## src/rtl/hazard_stall_unit_if.sv

```systemverilog
// Hazard unit bundle: stage 2-5 hazard inputs and stall/flush/forward controls.
// Counter ports exist only when HAZARD_PERF_CNT_EN is defined.
interface hazard_stall_unit_if #(
  parameter int ADDR_W = 3
);
  logic [ADDR_W-1:0] id_r1Address;
  logic [ADDR_W-1:0] id_r2Address;
  logic              id_useR1;
  logic              id_useR2;
  logic [ADDR_W-1:0] ex_dest;
  logic              ex_LDM;
  logic              ex_regWrite;
  logic [ADDR_W-1:0] mem_dest;
  logic              mem_regWrite;
  logic [ADDR_W-1:0] wb_dest;
  logic              wb_regWrite;
  logic [ADDR_W-1:0] ex_r1Address;
  logic [ADDR_W-1:0] ex_r2Address;
  logic              branchTaken;
  logic              sstall;
  logic              pcEnb;
  logic              ifIdEnb;
  logic              flush;
  logic [1:0]        fwdASel;
  logic [1:0]        fwdBSel;
`ifdef HAZARD_PERF_CNT_EN
  logic [15:0]       stallCount;
  logic [15:0]       flushCount;
`endif

  modport master (
    output id_r1Address, id_r2Address,
    output id_useR1, id_useR2,
    output ex_dest, ex_LDM, ex_regWrite,
    output mem_dest, mem_regWrite,
    output wb_dest, wb_regWrite,
    output ex_r1Address, ex_r2Address,
    output branchTaken,
`ifdef HAZARD_PERF_CNT_EN
    input  stallCount, flushCount,
`endif
    input  sstall, pcEnb, ifIdEnb, flush,
    input  fwdASel, fwdBSel
  );

  modport slave (
    input  id_r1Address, id_r2Address,
    input  id_useR1, id_useR2,
    input  ex_dest, ex_LDM, ex_regWrite,
    input  mem_dest, mem_regWrite,
    input  wb_dest, wb_regWrite,
    input  ex_r1Address, ex_r2Address,
    input  branchTaken,
`ifdef HAZARD_PERF_CNT_EN
    output stallCount, flushCount,
`endif
    output sstall, pcEnb, ifIdEnb, flush,
    output fwdASel, fwdBSel
  );
endinterface

```

## src/rtl/hazard_stall_unit.sv

```systemverilog
// Load-use stall, control-transfer flush and operand forwarding control.
// Optional perf counters: define HAZARD_PERF_CNT_EN.
module hazard_stall_unit #(
  parameter int ADDR_W       = 3,
  parameter int FLUSH_CYCLES = 2
) (
  input logic clk,
  input logic rst,
  hazard_stall_unit_if.slave bus
);
  typedef enum logic [1:0] {
    IDLE,
    LDSTALL,
    FLUSH
  } state_t;

  localparam logic [2:0] CNT_INIT = 3'(FLUSH_CYCLES - 1);

  state_t     state;
  state_t     nextState;
  logic [2:0] flushCnt;
  logic [2:0] nextCnt;
  logic       loadUse;
  logic       sstall;
  logic       pcEnb;
  logic       ifIdEnb;
  logic       flush;
  logic [1:0] fwdA;
  logic [1:0] fwdB;

  logic [ADDR_W-1:0] srcA;
  logic [ADDR_W-1:0] srcB;

  assign srcA = bus.ex_r1Address;
  assign srcB = bus.ex_r2Address;

  assign loadUse = bus.ex_LDM & bus.ex_regWrite &
    ((bus.id_useR1 & (bus.id_r1Address == bus.ex_dest)) |
     (bus.id_useR2 & (bus.id_r2Address == bus.ex_dest)));

  always_comb begin
    sstall    = 1'b0;
    pcEnb     = 1'b1;
    ifIdEnb   = 1'b1;
    flush     = 1'b0;
    nextState = IDLE;
    nextCnt   = flushCnt;
    if (!rst) begin
      case (state)
        FLUSH: begin
          flush = 1'b1;
          if (flushCnt <= 3'd1) begin
            nextCnt   = 3'd0;
            nextState = IDLE;
          end else begin
            nextCnt   = flushCnt - 3'd1;
            nextState = FLUSH;
          end
        end
        default: begin
          if (bus.branchTaken) begin
            flush     = 1'b1;
            nextCnt   = CNT_INIT;
            nextState = (FLUSH_CYCLES == 1) ? IDLE : FLUSH;
          end else if (loadUse && state == IDLE) begin
            // LDSTALL skips this: stage 3 already holds the bubble
            sstall    = 1'b1;
            pcEnb     = 1'b0;
            ifIdEnb   = 1'b0;
            nextState = LDSTALL;
          end
        end
      endcase
    end
  end

  function automatic logic [1:0] fwdSel(
    input logic [ADDR_W-1:0] src,
    input logic              memWr,
    input logic [ADDR_W-1:0] memDst,
    input logic              wbWr,
    input logic [ADDR_W-1:0] wbDst
  );
    if (memWr && memDst == src)
      return 2'd1;
    else if (wbWr && wbDst == src)
      return 2'd2;
    else
      return 2'd0;
  endfunction

  always_comb begin
    fwdA = 2'd0;
    fwdB = 2'd0;
    if (!rst) begin
      fwdA = fwdSel(srcA, bus.mem_regWrite,
                    bus.mem_dest, bus.wb_regWrite,
                    bus.wb_dest);
      fwdB = fwdSel(srcB, bus.mem_regWrite,
                    bus.mem_dest, bus.wb_regWrite,
                    bus.wb_dest);
    end
  end

  always_ff @(posedge clk) begin
    if (rst) begin
      state    <= IDLE;
      flushCnt <= 3'd0;
    end else begin
      state    <= nextState;
      flushCnt <= nextCnt;
    end
  end

  assign bus.sstall  = sstall;
  assign bus.pcEnb   = pcEnb;
  assign bus.ifIdEnb = ifIdEnb;
  assign bus.flush   = flush;
  assign bus.fwdASel = fwdA;
  assign bus.fwdBSel = fwdB;

`ifdef HAZARD_PERF_CNT_EN
  logic        flushEntry;
  logic [15:0] stallCnt;
  logic [15:0] flushTot;

  // Only the first flush cycle of a window counts as an entry
  assign flushEntry = flush & (state != FLUSH);

  always_ff @(posedge clk) begin
    if (rst) begin
      stallCnt <= 16'd0;
      flushTot <= 16'd0;
    end else begin
      if (sstall && stallCnt != 16'hFFFF)
        stallCnt <= stallCnt + 16'd1;
      if (flushEntry && flushTot != 16'hFFFF)
        flushTot <= flushTot + 16'd1;
    end
  end

  assign bus.stallCount = stallCnt;
  assign bus.flushCount = flushTot;
`endif
endmodule

```

## src/flat_wrapper.sv

```systemverilog
// flat-port wrapper written by rule: the top's interface ports become plain ports
module hazard_stall_unit_flat 
#(
  parameter int ADDR_W       = 3,
  parameter int FLUSH_CYCLES = 2
)
  (clk, rst, bus_id_r1Address, bus_id_r2Address, bus_id_useR1, bus_id_useR2, bus_ex_dest, bus_ex_LDM, bus_ex_regWrite, bus_mem_dest, bus_mem_regWrite, bus_wb_dest, bus_wb_regWrite, bus_ex_r1Address, bus_ex_r2Address, bus_branchTaken, bus_sstall, bus_pcEnb, bus_ifIdEnb, bus_flush, bus_fwdASel, bus_fwdBSel);
  hazard_stall_unit_if #(.ADDR_W(ADDR_W)) bus_i ();
  input logic clk;
  input logic rst;
  input wire logic [$bits(bus_i.id_r1Address)-1:0] bus_id_r1Address;
  input wire logic [$bits(bus_i.id_r2Address)-1:0] bus_id_r2Address;
  input wire logic [$bits(bus_i.id_useR1)-1:0] bus_id_useR1;
  input wire logic [$bits(bus_i.id_useR2)-1:0] bus_id_useR2;
  input wire logic [$bits(bus_i.ex_dest)-1:0] bus_ex_dest;
  input wire logic [$bits(bus_i.ex_LDM)-1:0] bus_ex_LDM;
  input wire logic [$bits(bus_i.ex_regWrite)-1:0] bus_ex_regWrite;
  input wire logic [$bits(bus_i.mem_dest)-1:0] bus_mem_dest;
  input wire logic [$bits(bus_i.mem_regWrite)-1:0] bus_mem_regWrite;
  input wire logic [$bits(bus_i.wb_dest)-1:0] bus_wb_dest;
  input wire logic [$bits(bus_i.wb_regWrite)-1:0] bus_wb_regWrite;
  input wire logic [$bits(bus_i.ex_r1Address)-1:0] bus_ex_r1Address;
  input wire logic [$bits(bus_i.ex_r2Address)-1:0] bus_ex_r2Address;
  input wire logic [$bits(bus_i.branchTaken)-1:0] bus_branchTaken;
  output wire logic [$bits(bus_i.sstall)-1:0] bus_sstall;
  output wire logic [$bits(bus_i.pcEnb)-1:0] bus_pcEnb;
  output wire logic [$bits(bus_i.ifIdEnb)-1:0] bus_ifIdEnb;
  output wire logic [$bits(bus_i.flush)-1:0] bus_flush;
  output wire logic [$bits(bus_i.fwdASel)-1:0] bus_fwdASel;
  output wire logic [$bits(bus_i.fwdBSel)-1:0] bus_fwdBSel;
  assign bus_i.id_r1Address = bus_id_r1Address;
  assign bus_i.id_r2Address = bus_id_r2Address;
  assign bus_i.id_useR1 = bus_id_useR1;
  assign bus_i.id_useR2 = bus_id_useR2;
  assign bus_i.ex_dest = bus_ex_dest;
  assign bus_i.ex_LDM = bus_ex_LDM;
  assign bus_i.ex_regWrite = bus_ex_regWrite;
  assign bus_i.mem_dest = bus_mem_dest;
  assign bus_i.mem_regWrite = bus_mem_regWrite;
  assign bus_i.wb_dest = bus_wb_dest;
  assign bus_i.wb_regWrite = bus_wb_regWrite;
  assign bus_i.ex_r1Address = bus_ex_r1Address;
  assign bus_i.ex_r2Address = bus_ex_r2Address;
  assign bus_i.branchTaken = bus_branchTaken;
  assign bus_sstall = bus_i.sstall;
  assign bus_pcEnb = bus_i.pcEnb;
  assign bus_ifIdEnb = bus_i.ifIdEnb;
  assign bus_flush = bus_i.flush;
  assign bus_fwdASel = bus_i.fwdASel;
  assign bus_fwdBSel = bus_i.fwdBSel;
  hazard_stall_unit #(.ADDR_W(ADDR_W), .FLUSH_CYCLES(FLUSH_CYCLES)) u_core (.clk(clk), .rst(rst), .bus(bus_i));
endmodule
```

## config.mk

```make
export PLATFORM = sky130hd
export DESIGN_NAME = hazard_stall_unit_flat
export DESIGN_NICKNAME = d
export VERILOG_FILES = /design/src/rtl/hazard_stall_unit_if.sv /design/src/rtl/hazard_stall_unit.sv /design/src/flat_wrapper.sv
export SDC_FILE = /design/constraint.sdc
export NUM_CORES = 1
export LEC_CHECK = 0
export BUFFER_PORTS_ARGS = -buffer_cell sky130_fd_sc_hd__buf_2
export CORE_AREA = 2 2 39 41
export DETAILED_ROUTE_END_ITERATION = 16
export DIE_AREA = 0 0 41 43
export PLACE_DENSITY = 0.76
export SLEW_MARGIN = 5
export SYNTH_ARGS = -nofsm -noshare
export SYNTH_HDL_FRONTEND = slang
export SYNTH_SLANG_ARGS = --single-unit
```

## constraint.sdc

```tcl
create_clock -name clk -period 3.59 [get_ports clk]
set_input_delay 0.1795 -clock clk [delete_from_list [all_inputs] [get_ports clk]]
set_output_delay 0.1795 -clock clk [all_outputs]
set_load 0.02 [all_outputs]
```

==> results of run 1 <==
-- synth_stat cells (all sizes together) --
cell,n,area share [%]
nand4,5,6.3
nor3,2,2.0
nor2,6,4.6
buf,1,1.5
dfxtp,5,20
nand4b,1,1.8
xnor2,12,21
xor2,6,11
ha,2,5.1
nand2b,2,2.5
nor4,2,2.5
a211oi,1,1.5
or3,3,3.8
o21ai,2,2.0
nor2b,2,2.5
o21ba,1,2.0
inv,3,2.3
a21oi,7,7.1
-- layout make-up --
cell class                 instances  area, um2
clock buffer                       4       26.3
fill                             136        667
inverter                           3       11.3
multi-input combinational         54        374
sequential                         5        100
tap                               16       20.0
timing repair buffer              37        185
-- flip-flops by register name, indices dropped and copies added, names as in the netlist --
signal           cells
u_core.state         2
u_core.flushCnt      3
-- critical path: cells and delay by family (launching register included) --
family | cells | cell delay [ns]
simple gates | 2 | 0.36
buf+inv | 1 | 0.08
compound gates | 2 | 0.40
flops | 1 | 0.34
fa+ha+maj | 1 | 0.18
-- per-layer routing --
layer	vias to the layer above	track usage [%]	routed length, um
li1	304	-	-
met4	0	6.00	0
met1	256	19.7	497
met3	0	3.14	55
met2	17	30.9	761
met5	-	0	0
-- power breakdown --
group | total [mW] | internal, mW | switching, mW | leakage (nW)
clock network | 0.0661 | 0.0421 | 0.0240 | 0.0150
registers | 0.0616 | 0.0588 | 0.00283 | 0.0409
logic | 0.0679 | 0.0336 | 0.0343 | 0.262
total | 0.196 | 0.135 | 0.0611 | 0.318
-- how the worst min path moves through the flow --
| stage | end | startpoint | cells after the start |
|---|---|---|---|
| floorplan | u_core.flushCnt[0]$_SDFFE_PP0N_ | rst | 1 |
| detailed placement | u_core.flushCnt[1]$_SDFFE_PP0N_ | rst | 2 |
| finish | u_core.flushCnt[1]$_SDFFE_PP0N_ | rst | 2 |
| CTS | u_core.flushCnt[1]$_SDFFE_PP0N_ | rst | 2 |
| global route | u_core.flushCnt[1]$_SDFFE_PP0N_ | rst | 2 |
| global placement | u_core.flushCnt[0]$_SDFFE_PP0N_ | rst | 2 |
-- per-stage QoR --
stage | area [um2] | hold slack, ns
floorplan | 493 | 0.249
global placement | 691 | 0.441
detailed placement | 691 | 0.452
CTS | 717 | 0.192
global route | 717 | 0.205
finish | 717 | 0.197
-- kinds of logic (layout without fill, tap and decap cells) --
family,after synthesis,count (layout),share of synthesized area (%)
adder cells (fa/ha/maj),2,2,5.08
flip-flops,5,5,20.3
buffers and inverters,4,44,3.81
AND/OR/NAND/NOR,23,23,26.1
XOR/XNOR,18,18,32.0
AO/OA/AOI/OAI,11,11,12.7
==> results_dict.tcl, run 1 <==
set metrics [dict create \
    status "finished clean" \
    r2r_start "u_core.flushCnt[1]$_SDFFE_PP0N_" \
    initialDrtViolationCount 8 \
    fin_crit_sh_pct 40.0 \
    dieArea_um2 1760 \
    layout_commonest_cell "buf_2" \
    arrival_ns 1.59 \
    crit_path_max_incr_delay_ns 0.34 \
    post-route-min-period_ns 1.44 \
    grt_pass1_wl_mm 2.18 \
    cp-end-kind "register" \
    grt_max_degree 9 \
    final_cell_mix "buf_2, xnor2_1, a21oi_1" \
    h-tree-depth 1 \
    grt_setup_unrepaired "no" \
    dp.cells 115 \
    p_leak_nw 0.318 \
    endpoint "u_core.flushCnt[0]$_SDFFE_PP0N_" \
    skew_ns 0.00506 \
    critPathLaunch "u_core.flushCnt[1]$_SDFFE_PP0N_" \
    fin_util_pct 51.8 \
    critPathLaunchType "register" \
    hp-class "in2reg" \
    r2r_setup_slack_ns 2.15 \
    worstSkewPairLatency_ns 0.24 \
    io_buffer_count 37 \
    finalHoldViolCount 0 \
    setup_viol 0 \
    areaGrowthSynthToFinish_pct 45.4 \
    setup_ws_ns 2.15 \
    ant_nets 0 \
    power_mw 0.196 \
    ctsHoldBuffers 0 \
    slowest_stage "dfxtp_1" \
    antenna_found_initial 0 \
    syn_nets 95 \
    cts_buffers 3 \
    cp_data_required_time_ns 3.75 \
    syn_area_per_cell_um2 7.82 \
    final_cell_count_no_fill 119 \
    clock_sinks 5 \
    core_area_um2 1380 \
    critical_path_class "reg2reg" \
    layout.nets 136 \
    report.final.slew_viol_count 0 \
    vias_per_cell 4.85 \
    first_pass_iters 4 \
    initial_utilization_pct 35.6 \
    cp_max_fo 3 \
    drc 0 \
    synth.distinct_cells 18 \
    grt_pass1_vias 575 \
    post_cts_buffers 0 \
    tns_ns 0 \
    place.gp.congestion 0.751 \
    tightest_slew_ns 0.277 \
    wl_per_cell_um 11.0 \
    antenna_cells 0 \
    syn_inst 63 \
    die_h_um 43 \
    num_io_pins 38 \
    clkTransAtPathRegs_ns 0.05 \
    dp_slack_ns 2.15 \
    clock_path_buffers 2 \
    worstReg2RegEnd "u_core.flushCnt[0]$_SDFFE_PP0N_" \
    ys_ff_latch 5 \
    grt-ovfl-total 0 \
    grt_usage_pct 17.6 \
    netlist_area_um2 493 \
    cts_tree "yes" \
    clockRootBuffer "clkbuf_4" \
    yosysSeqAreaShare_pct 20.3 \
    drive_gt1_share_pct 39.8 \
    vias 577 \
    num_rows 14 \
    max_slew_margin_pct 81.4 \
    drt-total-wl_mm 1.31 \
    max_freq_ghz 0.696 \
    dpl.hpwl_mm 1.16 \
    drv_cap 0 \
    crit_chain "inv_1 > ha_1 > o21ba_2 > nor2_1 > or3_1 > a21oi_1" \
    peakVddDrop_uv 140 \
    cellPowerDensity_nw_per_um2 273 \
    synth_warnings 0 \
    ff2ff_path_depth 6 \
    dieWidth_um 41 \
    ctsResizeCount 0 \
]
Note: power is estimated with default switching activity, not from simulation.
==> inputs of run 2 (changes only) <==
CORE_AREA = unset   (was 2 2 39 41)
CORE_UTILIZATION = 34   (was unset)
DIE_AREA = unset   (was 0 0 41 43)
PLACE_DENSITY = 0.73   (was 0.76)
clock period = 1.25 ns   (was 3.59 ns; I/O delays follow)
==> run 2 against run 1 <==
Effect of this change:
- the run now ends with negative setup slack left
- total power rose to 3.1 times the previous value
- worst setup slack worse by 2.2 ns
- final area is 15% higher
- clock skew up 0.0011 ns
- combinational power rose to 3.4 times the previous value
- non-clock buffer count increased by 5
- flip-flop and latch count is the same
- worst hold slack got worse by 0.13 ns
- routed wire length is 1.6% lower
- die area shrank 8.9%
- largest power group unchanged
- highest routed layer unchanged
==> results_dict.tcl, run 2 (synthesis results as in run 1) <==
set metrics [dict create \
    dieWidth_um 40.1 \
    cp_max_fo 3 \
    report.final.slew_viol_count 0 \
    cts_buffers 3 \
    critPathLaunchType "register" \
    layout_commonest_cell "buf_2" \
    drv_cap 0 \
    dp.cells 117 \
    antenna_found_initial 0 \
    grt_usage_pct 17.4 \
    drt-total-wl_mm 1.29 \
    final_cell_mix "buf_2, xnor2_1, xor2_1, buf_4, nand4_1" \
    die_h_um 40.1 \
    clock_sinks 5 \
    max_freq_ghz 0.762 \
    fin_area_um2 823 \
    antenna_cells 0 \
    io_buffer_count 37 \
    h-tree-depth 1 \
    layout.nets 141 \
    ff2ff_path_depth 6 \
    hp-class "in2reg" \
    setup_viol 2 \
    final_cell_count_no_fill 123 \
    vias 601 \
    regArea_um2 108 \
    critical_path_class "reg2reg" \
    largest_register_ffs 3 \
    multiInputGateArea_um2 422 \
    p_leak_nw 0.361 \
    endpoint "u_core.flushCnt[1]$_SDFFE_PP0N_" \
    cp-end-kind "register" \
    areaGrowthSynthToFinish_pct 67.0 \
    num_rows 13 \
    clkTransAtPathRegs_ns 0.05 \
    violations "negative setup slack" \
    post-route-min-period_ns 1.31 \
    status "finished, violations left" \
    cellPowerDensity_nw_per_um2 730 \
    initial_utilization_pct 37.4 \
    grt_setup_unrepaired "yes" \
    grt_pass1_wl_mm 1.89 \
    max_slew_margin_pct 83.1 \
    ant_nets 0 \
    fin_crit_sh_pct 105 \
    largest_register "u_core.flushCnt" \
    tns_ns -0.0976 \
    place.gp.congestion 0.630 \
    arrival_ns 1.49 \
    r2r_start "u_core.flushCnt[1]$_SDFFE_PP0N_" \
    dieArea_um2 1610 \
    postPlaceCellArea_um2 723 \
    worstReg2RegEnd "u_core.flushCnt[1]$_SDFFE_PP0N_" \
    grt_pass1_vias 513 \
    fill_cells 124 \
    skew_ns 0.00617 \
    drive_gt1_share_pct 54.6 \
    grt-ovfl-total 0 \
    finalHoldViolCount 0 \
    drc 0 \
    ctsHoldBuffers 0 \
    power_mw 0.601 \
    first_pass_iters 5 \
    cp_data_required_time_ns 1.43 \
    r2r_setup_slack_ns -0.06 \
    clock_path_buffers 2 \
    wl_per_cell_um 10.5 \
    num_io_pins 38 \
    reg_top3 "u_core.flushCnt (3), u_core.state (2)" \
    clockRootBuffer "clkbuf_4" \
    worstSkewPairLatency_ns 0.25 \
    cts_tree "yes" \
    critPathLaunch "u_core.flushCnt[1]$_SDFFE_PP0N_" \
    setup_ws_ns -0.0619 \
    peakVddDrop_uv 445 \
    initialDrtViolationCount 8 \
    tightest_slew_ns 0.252 \
    vias_per_cell 4.89 \
    grt_max_degree 9 \
    core_area_um2 1320 \
    dpl.hpwl_mm 1.04 \
]
-- run 2: changes by cell type in the layout (fill, tap and decap cells not counted), sizes merged --
cell  before  now
buf       37   42
-- run 2: power by group --
group,total (mW),switching [mW],internal (mW)
Clock,0.191,0.0697,0.121
Combinational,0.230,0.106,0.124
Sequential,0.180,0.0111,0.169
-- run 2: worst max-delay path, cell delays in order (launching register included) --
cell and delay, ns:
dfxtp_2 0.33, inv_2 0.06, ha_4 0.15, o21ba_4 0.22, nor2_2 0.04, or3_1 0.32
a21oi_2 0.13
-- run 2: area by class of cell --
type	instances	area share, %
multi-input combinational	54	51.2
timing repair buffer	42	28.9
sequential	5	13.1
clock buffer	4	3.19
tap	15	2.28
inverter	3	1.37
-- run 2: per-stage QoR --
step | utilization (%) | hold WS, ns | setup slack [ns]
2_1_floorplan | - | 0.124 | 0.000975
3_3_place_gp | 54.9 | 0.321 | -0.0287
3_5_place_dp | 54.9 | 0.332 | -0.0901
5_1_grt | 62.5 | 0.0788 | -0.117
6_report | 62.5 | 0.0675 | -0.0619
4_1_cts | 58.7 | 0.0569 | -0.0703
-- run 2: timing repair --
item	in CTS	in global routing
gates resized for setup	5	15
setup endpoints to repair	3	7
setup buffers	1	1
pin swaps	1	2
-- run 2: metal layers --
metal  share of wire (%)  global-route usage, %
met4                   0                   5.17
met5                   0                      0
met1                  38                   18.8
met3                 4.8                   6.67
met2                  57                   31.0
-- run 2: how the worst min path moves through the flow --
stage                     from                         endpoint  cells after the start
after floorplan            rst  u_core.flushCnt[1]$_SDFFE_PP0N_                      1
after global placement     rst  u_core.flushCnt[1]$_SDFFE_PP0N_                      2
after detailed placement   rst  u_core.flushCnt[0]$_SDFFE_PP0N_                      2
after CTS                  rst  u_core.flushCnt[0]$_SDFFE_PP0N_                      2
after global routing       rst  u_core.flushCnt[1]$_SDFFE_PP0N_                      2
final                      rst  u_core.flushCnt[0]$_SDFFE_PP0N_                      2
